`config.mk`:
```
export PLATFORM = sky130hd
export DESIGN_NAME = rom_scan_reader
export DESIGN_NICKNAME = d
export VERILOG_FILES = /design/src/rtl/rom_scan_reader.sv
export SDC_FILE = /design/constraint.sdc
export NUM_CORES = 1
export LEC_CHECK = 0
export ABC_AREA = 1
export CORE_MARGIN = 5
export CORE_UTILIZATION = 45
export DETAILED_ROUTE_END_ITERATION = 8
export DONT_BUFFER_PORTS = 1
export PLACE_DENSITY = 0.64
export REMOVE_ABC_BUFFERS = 1
export SLEW_MARGIN = 20
export SYNTH_ARGS = -nofsm -noshare
export SYNTH_HDL_FRONTEND = slang
export SYNTH_SLANG_ARGS = --single-unit
```
`constraint.sdc`:
```
create_clock -name clk -period 2.5 [get_ports clk]
set_input_delay 0.625 -clock clk [delete_from_list [all_inputs] [get_ports clk]]
set_output_delay 0.625 -clock clk [all_outputs]
set_load 0.03 [all_outputs]
```
`src/rtl/rom_scan_reader.sv`:
```
// Reads a 556PT5/556PT4 PROM one address at a time, double-sampling each word
// after a settle delay and presenting it with its address on a valid/ready stream.
module rom_scan_reader #(
  parameter int DATA_WIDTH = 8,
  parameter int ADDRESS_WIDTH = 9,
  parameter int MAX_ADDRESS = 511,
  parameter int SETTLE_CYCLES = 4,
  parameter logic [3:0] OPERATION_READ = 4'b0011,
  parameter int ERROR_COUNT_WIDTH = 16
) (
  input  logic                         clk,
  input  logic                         reset,
  input  logic                         mode,
  input  logic                         start,
  input  logic                         abort,
  input  logic                         increment_address,
  input  logic                         decrement_address,
  input  logic [DATA_WIDTH-1:0]        data_line_in,
  output logic [3:0]                   operation,
  output logic [ADDRESS_WIDTH-1:0]     address_line,
  output logic [DATA_WIDTH-1:0]        data_out,
  output logic [ADDRESS_WIDTH-1:0]     data_address,
  output logic                         data_valid,
  input  logic                         data_ready,
  output logic                         mismatch,
  output logic [ERROR_COUNT_WIDTH-1:0] error_count,
  output logic                         busy,
  output logic                         done
);

  localparam logic [2:0] IDLE     = 3'd0;
  localparam logic [2:0] SETTLE   = 3'd1;
  localparam logic [2:0] SAMPLE_A = 3'd2;
  localparam logic [2:0] SAMPLE_B = 3'd3;
  localparam logic [2:0] PRESENT  = 3'd4;
  localparam logic [2:0] DONE     = 3'd5;

  localparam int CW = (SETTLE_CYCLES > 1) ? $clog2(SETTLE_CYCLES) : 1;
  localparam logic [CW-1:0] SETTLE_LAST = CW'(SETTLE_CYCLES - 1);
  localparam logic [ADDRESS_WIDTH-1:0] ADDR_MAX = ADDRESS_WIDTH'(MAX_ADDRESS);

  logic [2:0]            state_reg;
  logic [CW-1:0]         settle_count_reg;
  logic [DATA_WIDTH-1:0] sample_a_reg;
  logic                  prev_inc_reg;
  logic                  prev_dec_reg;
  logic                  mode_reg;

  // Simultaneous presses cancel each other so a bouncing pair never steps.
  logic inc_edge;
  logic dec_edge;
  assign inc_edge = increment_address & ~prev_inc_reg & ~decrement_address;
  assign dec_edge = decrement_address & ~prev_dec_reg & ~increment_address;

  assign busy = (state_reg != IDLE);

  always_ff @(posedge clk) begin
    if (reset) begin
      operation        <= 4'b0000;
      address_line     <= '0;
      data_out         <= '0;
      data_address     <= '0;
      data_valid       <= 1'b0;
      mismatch         <= 1'b0;
      error_count      <= '0;
      done             <= 1'b0;
      state_reg        <= IDLE;
      settle_count_reg <= '0;
      sample_a_reg     <= '0;
      prev_inc_reg     <= 1'b0;
      prev_dec_reg     <= 1'b0;
      mode_reg         <= 1'b0;
    end else begin
      operation    <= OPERATION_READ;
      prev_inc_reg <= increment_address;
      prev_dec_reg <= decrement_address;
      done         <= 1'b0;
      if (abort && state_reg != IDLE) begin
        state_reg  <= IDLE;
        data_valid <= 1'b0;
      end else begin
        case (state_reg)
          IDLE: begin
            settle_count_reg <= '0;
            mode_reg         <= mode;
            if (mode && start) begin
              address_line <= '0;
              state_reg    <= SETTLE;
            end else if (!mode && inc_edge) begin
              address_line <= (address_line == ADDR_MAX) ? '0 : address_line + 1'b1;
              state_reg    <= SETTLE;
            end else if (!mode && dec_edge) begin
              address_line <= (address_line == '0) ? ADDR_MAX : address_line - 1'b1;
              state_reg    <= SETTLE;
            end
          end
          SETTLE: begin
            if (settle_count_reg == SETTLE_LAST) begin
              state_reg <= SAMPLE_A;
            end else begin
              settle_count_reg <= settle_count_reg + 1'b1;
            end
          end
          SAMPLE_A: begin
            sample_a_reg <= data_line_in;
            state_reg    <= SAMPLE_B;
          end
          SAMPLE_B: begin
            data_out     <= sample_a_reg;
            data_address <= address_line;
            mismatch     <= (data_line_in != sample_a_reg);
            if (data_line_in != sample_a_reg && error_count != '1) begin
              error_count <= error_count + 1'b1;
            end
            data_valid <= 1'b1;
            state_reg  <= PRESENT;
          end
          PRESENT: begin
            if (data_ready) begin
              data_valid <= 1'b0;
              if (!mode_reg) begin
                state_reg <= IDLE;
              end else if (address_line == ADDR_MAX) begin
                done      <= 1'b1;
                state_reg <= DONE;
              end else begin
                address_line     <= address_line + 1'b1;
                settle_count_reg <= '0;
                state_reg        <= SETTLE;
              end
            end
          end
          DONE: state_reg <= IDLE;
          default: state_reg <= IDLE;
        endcase
      end
    end
  end

endmodule

```
==> impl.org <==
** Clock network
- Clock Sink Count :: 62
- Clock Path Buffers :: 2
- The tree is rooted in a sky130_fd_sc_hd__clkbuf_8.
- Max H-tree Level :: 3
- The later pin in the worst-skew pair is clocked with a latency of 0.34 ns.
- Buffers added to address setup during post-CTS repair amount to 0.
- TritonCTS clock tree :: done
- Post-CTS clock slew at the launch and capture registers of the worst setup and hold paths :: 0.07 ns
- Number of CTS-inserted buffers :: 9
- Total of cells resized after clock tree synthesis :: 0
- For this design, the CTS-stage hold fixing added 0 buffers.

** Synth
- In this run, synthesis produced a sequential element count of 62.
- Most area-hungry cell type in the Yosys netlist :: sky130_fd_sc_hd__dfxtp_1
- In the post-synthesis netlist, the cell with the most instances is sky130_fd_sc_hd__nand2_1.
- Number of warning messages in the yosys log :: 0
- Yosys attributes the largest share of cell area to sky130_fd_sc_hd__dfxtp_1 (36%), sky130_fd_sc_hd__nand2_1 (12%), sky130_fd_sc_hd__nor2_1 (6.7%), sky130_fd_sc_hd__a21oi_1 (6.3%), sky130_fd_sc_hd__nand3_1 (5.5%).
- Cell area after synthesis :: 3470 µm²
- Portion of synthesized cell area occupied by the leading cell type :: 35.7%
- In this run the mean area of a mapped cell was 6.77 µm².
- Cell count after synthesis :: 513
- Summing the sequential cell areas from Yosys gives 35.7% of the chip area.
- For this run, asynchronously set or reset flops after synthesis account for 0%.
- Ranked by instance count, the synthesized netlist is headed by sky130_fd_sc_hd__nand2_1 (113), sky130_fd_sc_hd__dfxtp_1 (62), sky130_fd_sc_hd__nor2_1 (62), sky130_fd_sc_hd__inv_1 (50), sky130_fd_sc_hd__a21oi_1 (44).
- Synth Flop Type :: sky130_fd_sc_hd__dfxtp_1
- Number of synthesized flops with an enable pin :: 0
- The number of different library cells used by synthesis comes to 32.

** Die
- During I/O placement, the number of pins put on the boundary was 66.
- In this run the standard cell core region covers 7610 µm².
- The floorplan step defined a die boundary enclosing 9570 µm².
- Row generation in the floorplan step produced 32 rows.
- Initial Utilization :: 45.6%
- Die Width :: 97.8 µm
- In this run the vertical extent of the chip is 97.8 µm.

** Drt
- TritonRoute pass-1 iters :: 4
- In this run, the number of DRC markers left after iteration 0 of detailed routing was 92.
- Once detail routing completed, the nets flagged for antenna violations numbered 0.
- In the final routed layout, each cell accounts on average for 13.3 µm.
- For this run, design rule violations remaining after detail routing come to 0.
- After detailed routing, the number of vias per cell comes to 5.06.
- For this block, the via count after detailed routing is 3210.
- After detailed routing, the total wire length is 8420 µm.

** Power and ir drop
- The design draws 3.60 mW.
- Switching power :: 1.52 mW
- Fraction of power consumed by the clock network :: 24.0%
- Register share of total power :: 36.1%
- Power density cells :: 935 nW/µm²
- Maximum ir drop on the vdd rail :: 0.000271 V
- Of the total power, combinational logic draws 39.9%.
- For this design the static power due to leakage is 1.66 nW.
- The internal power of the cells totals 2.09 mW.
- Switching power share of the total :: 42.1%

** Timing
- Measured against its own limit, the worst slew margin works out to 61.9%.
- RSZ-0062 raised after global routing :: no
- Actual transition at the worst max-transition pin :: 0.570 ns
- Setup Total Neg Slack :: 0 ns
- Final number of setup-violating endpoints :: 0
- Final number of max-transition violations :: 0
- Derived from the worst setup path, the maximum achievable clock frequency is 0.476 GHz.
- Final worst-path cycle share :: 84.1%
- Shortest clock period the worst path allows after layout :: 2.10 ns
- Across all setup checks in the final design, the least slack found is 0.398 ns.
- Clock tree skew after final layout :: 0.0115 ns
- Final-report hold violation count :: 0

** Setup path
- For this design, the slowest cell found on the critical path is sky130_fd_sc_hd__dfxtp_1.
- Endpoint type of the worst setup path :: flip-flop
- Of all nets on the critical path, the largest fanout is 15.
- Walking the worst path, the cells encountered are ha_1 > nand2_1 > nor2_1 > nand3_1 > nor2_1 > ha_1 > inv_1 > nand3_1 > nand3_1 > nand3_2 > nor2_4 > inv_2 > nor2_1 > nand2_1 > a21oi_1.
- Signal arrival time at the worst endpoint :: 2.37 ns
- R2R Path End :: address_line[8]$_SDFFE_PP0P_
- STA classifies the critical path startpoint as a flip-flop.
- Slack of the worst reg-to-reg path :: 0.40 ns
- Measured in cells, the most critical reg-to-reg path has a length of 15.
- Worst reg2reg startpoint :: address_line[0]$_SDFFE_PP0P_
- On the worst path, the slowest cell contributes a delay of 0.31 ns.
- STA puts the critical path data required time at 2.76 ns.
- Worst Setup Path Type :: flip-flop to flip-flop

** Placed design
- Input and output buffers added on the ports amount to 0.
- OpenSTA, run right after detailed placement, puts the worst setup slack at 0.442 ns.
- Gpl congestion :: 0.834
- The wire-length estimate of the detail-placed layout is 6140 µm.

** Final layout
- Across the whole layout, storage elements account for 1240 µm².
- Util after Layout :: 50.7%
- Post-layout nets :: 550
- Area of the multi-input gates :: 1910 µm²
- The area growth from synthesis to layout is 11.0%.
- More flip-flops sit in one register than any other, and that register is error_count.
- The filler cells instantiated in the layout total 756.
- In the final layout, the share of cells above drive strength 1 is 13.9%.
- The largest registers in the layout are error_count x16, address_line x9, data_address x9.
- The register with the most flip-flops in the layout has 16 of them.
- Diodes inserted :: 0

** Global route
- Via count of the first global-routing pass :: 2983
- The initial antenna violation count was 0.
- Summed over all layers, the global routing overflow is 0.
- Maximum number of pins on one net before global-route repair :: 31
- Global routing used 17.7% of the available tracks.
- The first global-routing pass estimated 14100 µm of wire.

** Worst hold path
- The worst hold path begins at reset.
- Cell count of the worst hold path :: 1
- The path with the worst hold slack has its endpoint at error_count[6]$_SDFFE_PP0P_.
- The path class of the tightest hold or removal check is input pin to flip-flop.

** Outcome
- The flow ran to the end, and the final reports show no timing, DRC or antenna violations.

** Job
- Across the run, the number of max-cap violations was 0.
[worst max-delay path by stage]
stage / end / cells past startpoint / slack [ns] / start
4_1_cts: address_line[8]$_SDFFE_PP0P_ / 15 / 0.40 / address_line[0]$_SDFFE_PP0P_
3_5_place_dp: address_line[8]$_SDFFE_PP0P_ / 15 / 0.44 / address_line[0]$_SDFFE_PP0P_
3_3_place_gp: address_line[8]$_SDFFE_PP0P_ / 15 / 0.50 / address_line[0]$_SDFFE_PP0P_
6_report: address_line[8]$_SDFFE_PP0P_ / 15 / 0.40 / address_line[0]$_SDFFE_PP0P_
5_1_grt: address_line[6]$_SDFFE_PP0P_ / 15 / 0.16 / address_line[0]$_SDFFE_PP0P_
2_1_floorplan: address_line[6]$_SDFFE_PP0P_ / 15 / 0.42 / address_line[0]$_SDFFE_PP0P_
[power by group through the flow]
stage          Clock (mW)  Sequential [mW]  Combinational [mW]
2_1_floorplan           0             1.43               0.975
3_3_place_gp            0             1.32                1.41
3_5_place_dp            0             1.32                1.42
4_1_cts             0.885             1.30                1.43
5_1_grt             0.933             1.32                1.63
6_report            0.863             1.30                1.44
[cell type report]
| class | count | area share [%] |
|---|---|---|
| multi-input cells | 378 | 49.6 |
| flip-flops and latches | 62 | 32.2 |
| inverters | 55 | 5.36 |
| clock buffers | 14 | 5.00 |
| well taps | 102 | 3.31 |
| repair buffers | 23 | 4.48 |
[stage by stage]
step / hold WS, ns / area (µm²) / std cells
2_1_floorplan: 0.455 / 3360 / 495
3_3_place_gp: 0.474 / 3660 / 620
6_report: 0.344 / 3850 / 634
3_5_place_dp: 0.486 / 3660 / 620
5_1_grt: 0.331 / 3850 / 634
4_1_cts: 0.331 / 3850 / 634
[logic make-up (layout without fill, tap and decap cells)]
| family | Yosys count | count (layout) | share of synthesized area (%) |
|---|---|---|---|
| buffers and inverters | 74 | 92 | 9.26 |
| XOR/XNOR | 14 | 14 | 3.53 |
| adder cells (fa/ha/maj) | 5 | 5 | 1.80 |
| AO/OA/AOI/OAI | 98 | 98 | 15.5 |
| AND/OR/NAND/NOR | 259 | 259 | 34.1 |
| flip-flops | 62 | 62 | 35.7 |
| other | 1 | 2 | 0.108 |
[critical path, delay by kind of cell (launching register included)]
family                   cells  cell delay [ns]
AO/OA/AOI/OAI                1             0.10
adder cells (fa/ha/maj)      2             0.41
buffers and inverters        2             0.17
flip-flops                   1             0.31
AND/OR/NAND/NOR             10             1.04
[routing by layer]
layer / routed length, µm / GRT usage (%) / vias up
met3: 548 / 4.43 / 16
met5: 0 / 0 / -
met4: 152 / 6.71 / 0
met1: 3750 / 23.0 / 1421
met2: 3970 / 28.2 / 84
li1: - / - / 1689
[layout by cell type (no fill, tap or decap)]
cell	synthesis	routed
sky130_fd_sc_hd__nor2_4	4	4
sky130_fd_sc_hd__or2_1	1	1
sky130_fd_sc_hd__clkinv_1	1	1
sky130_fd_sc_hd__ha_1	5	5
sky130_fd_sc_hd__conb_1	1	2
sky130_fd_sc_hd__a21oi_2	11	11
sky130_fd_sc_hd__nand2_4	1	1
sky130_fd_sc_hd__nand2_2	9	9
sky130_fd_sc_hd__buf_4	3	23
sky130_fd_sc_hd__nor2_2	3	3
sky130_fd_sc_hd__inv_2	4	4
sky130_fd_sc_hd__inv_1	50	50
sky130_fd_sc_hd__nor3_2	1	1
sky130_fd_sc_hd__clkbuf_8	0	14
sky130_fd_sc_hd__o211a_1	1	1
sky130_fd_sc_hd__xor2_1	10	10
sky130_fd_sc_hd__nand3_2	3	3
sky130_fd_sc_hd__o21ai_1	6	6
sky130_fd_sc_hd__nor3_1	7	7
sky130_fd_sc_hd__a21oi_1	44	44
sky130_fd_sc_hd__nand3_1	38	38
sky130_fd_sc_hd__nand4_1	11	11
sky130_fd_sc_hd__nand2_1	113	113
sky130_fd_sc_hd__dfxtp_1	62	62
sky130_fd_sc_hd__o21ai_0	36	36
sky130_fd_sc_hd__xnor2_1	4	4
sky130_fd_sc_hd__nor2_1	62	62
sky130_fd_sc_hd__nand3b_1	5	5
sky130_fd_sc_hd__nand3_4	1	1
No activity file was read; power rests on OpenSTA's default activity.
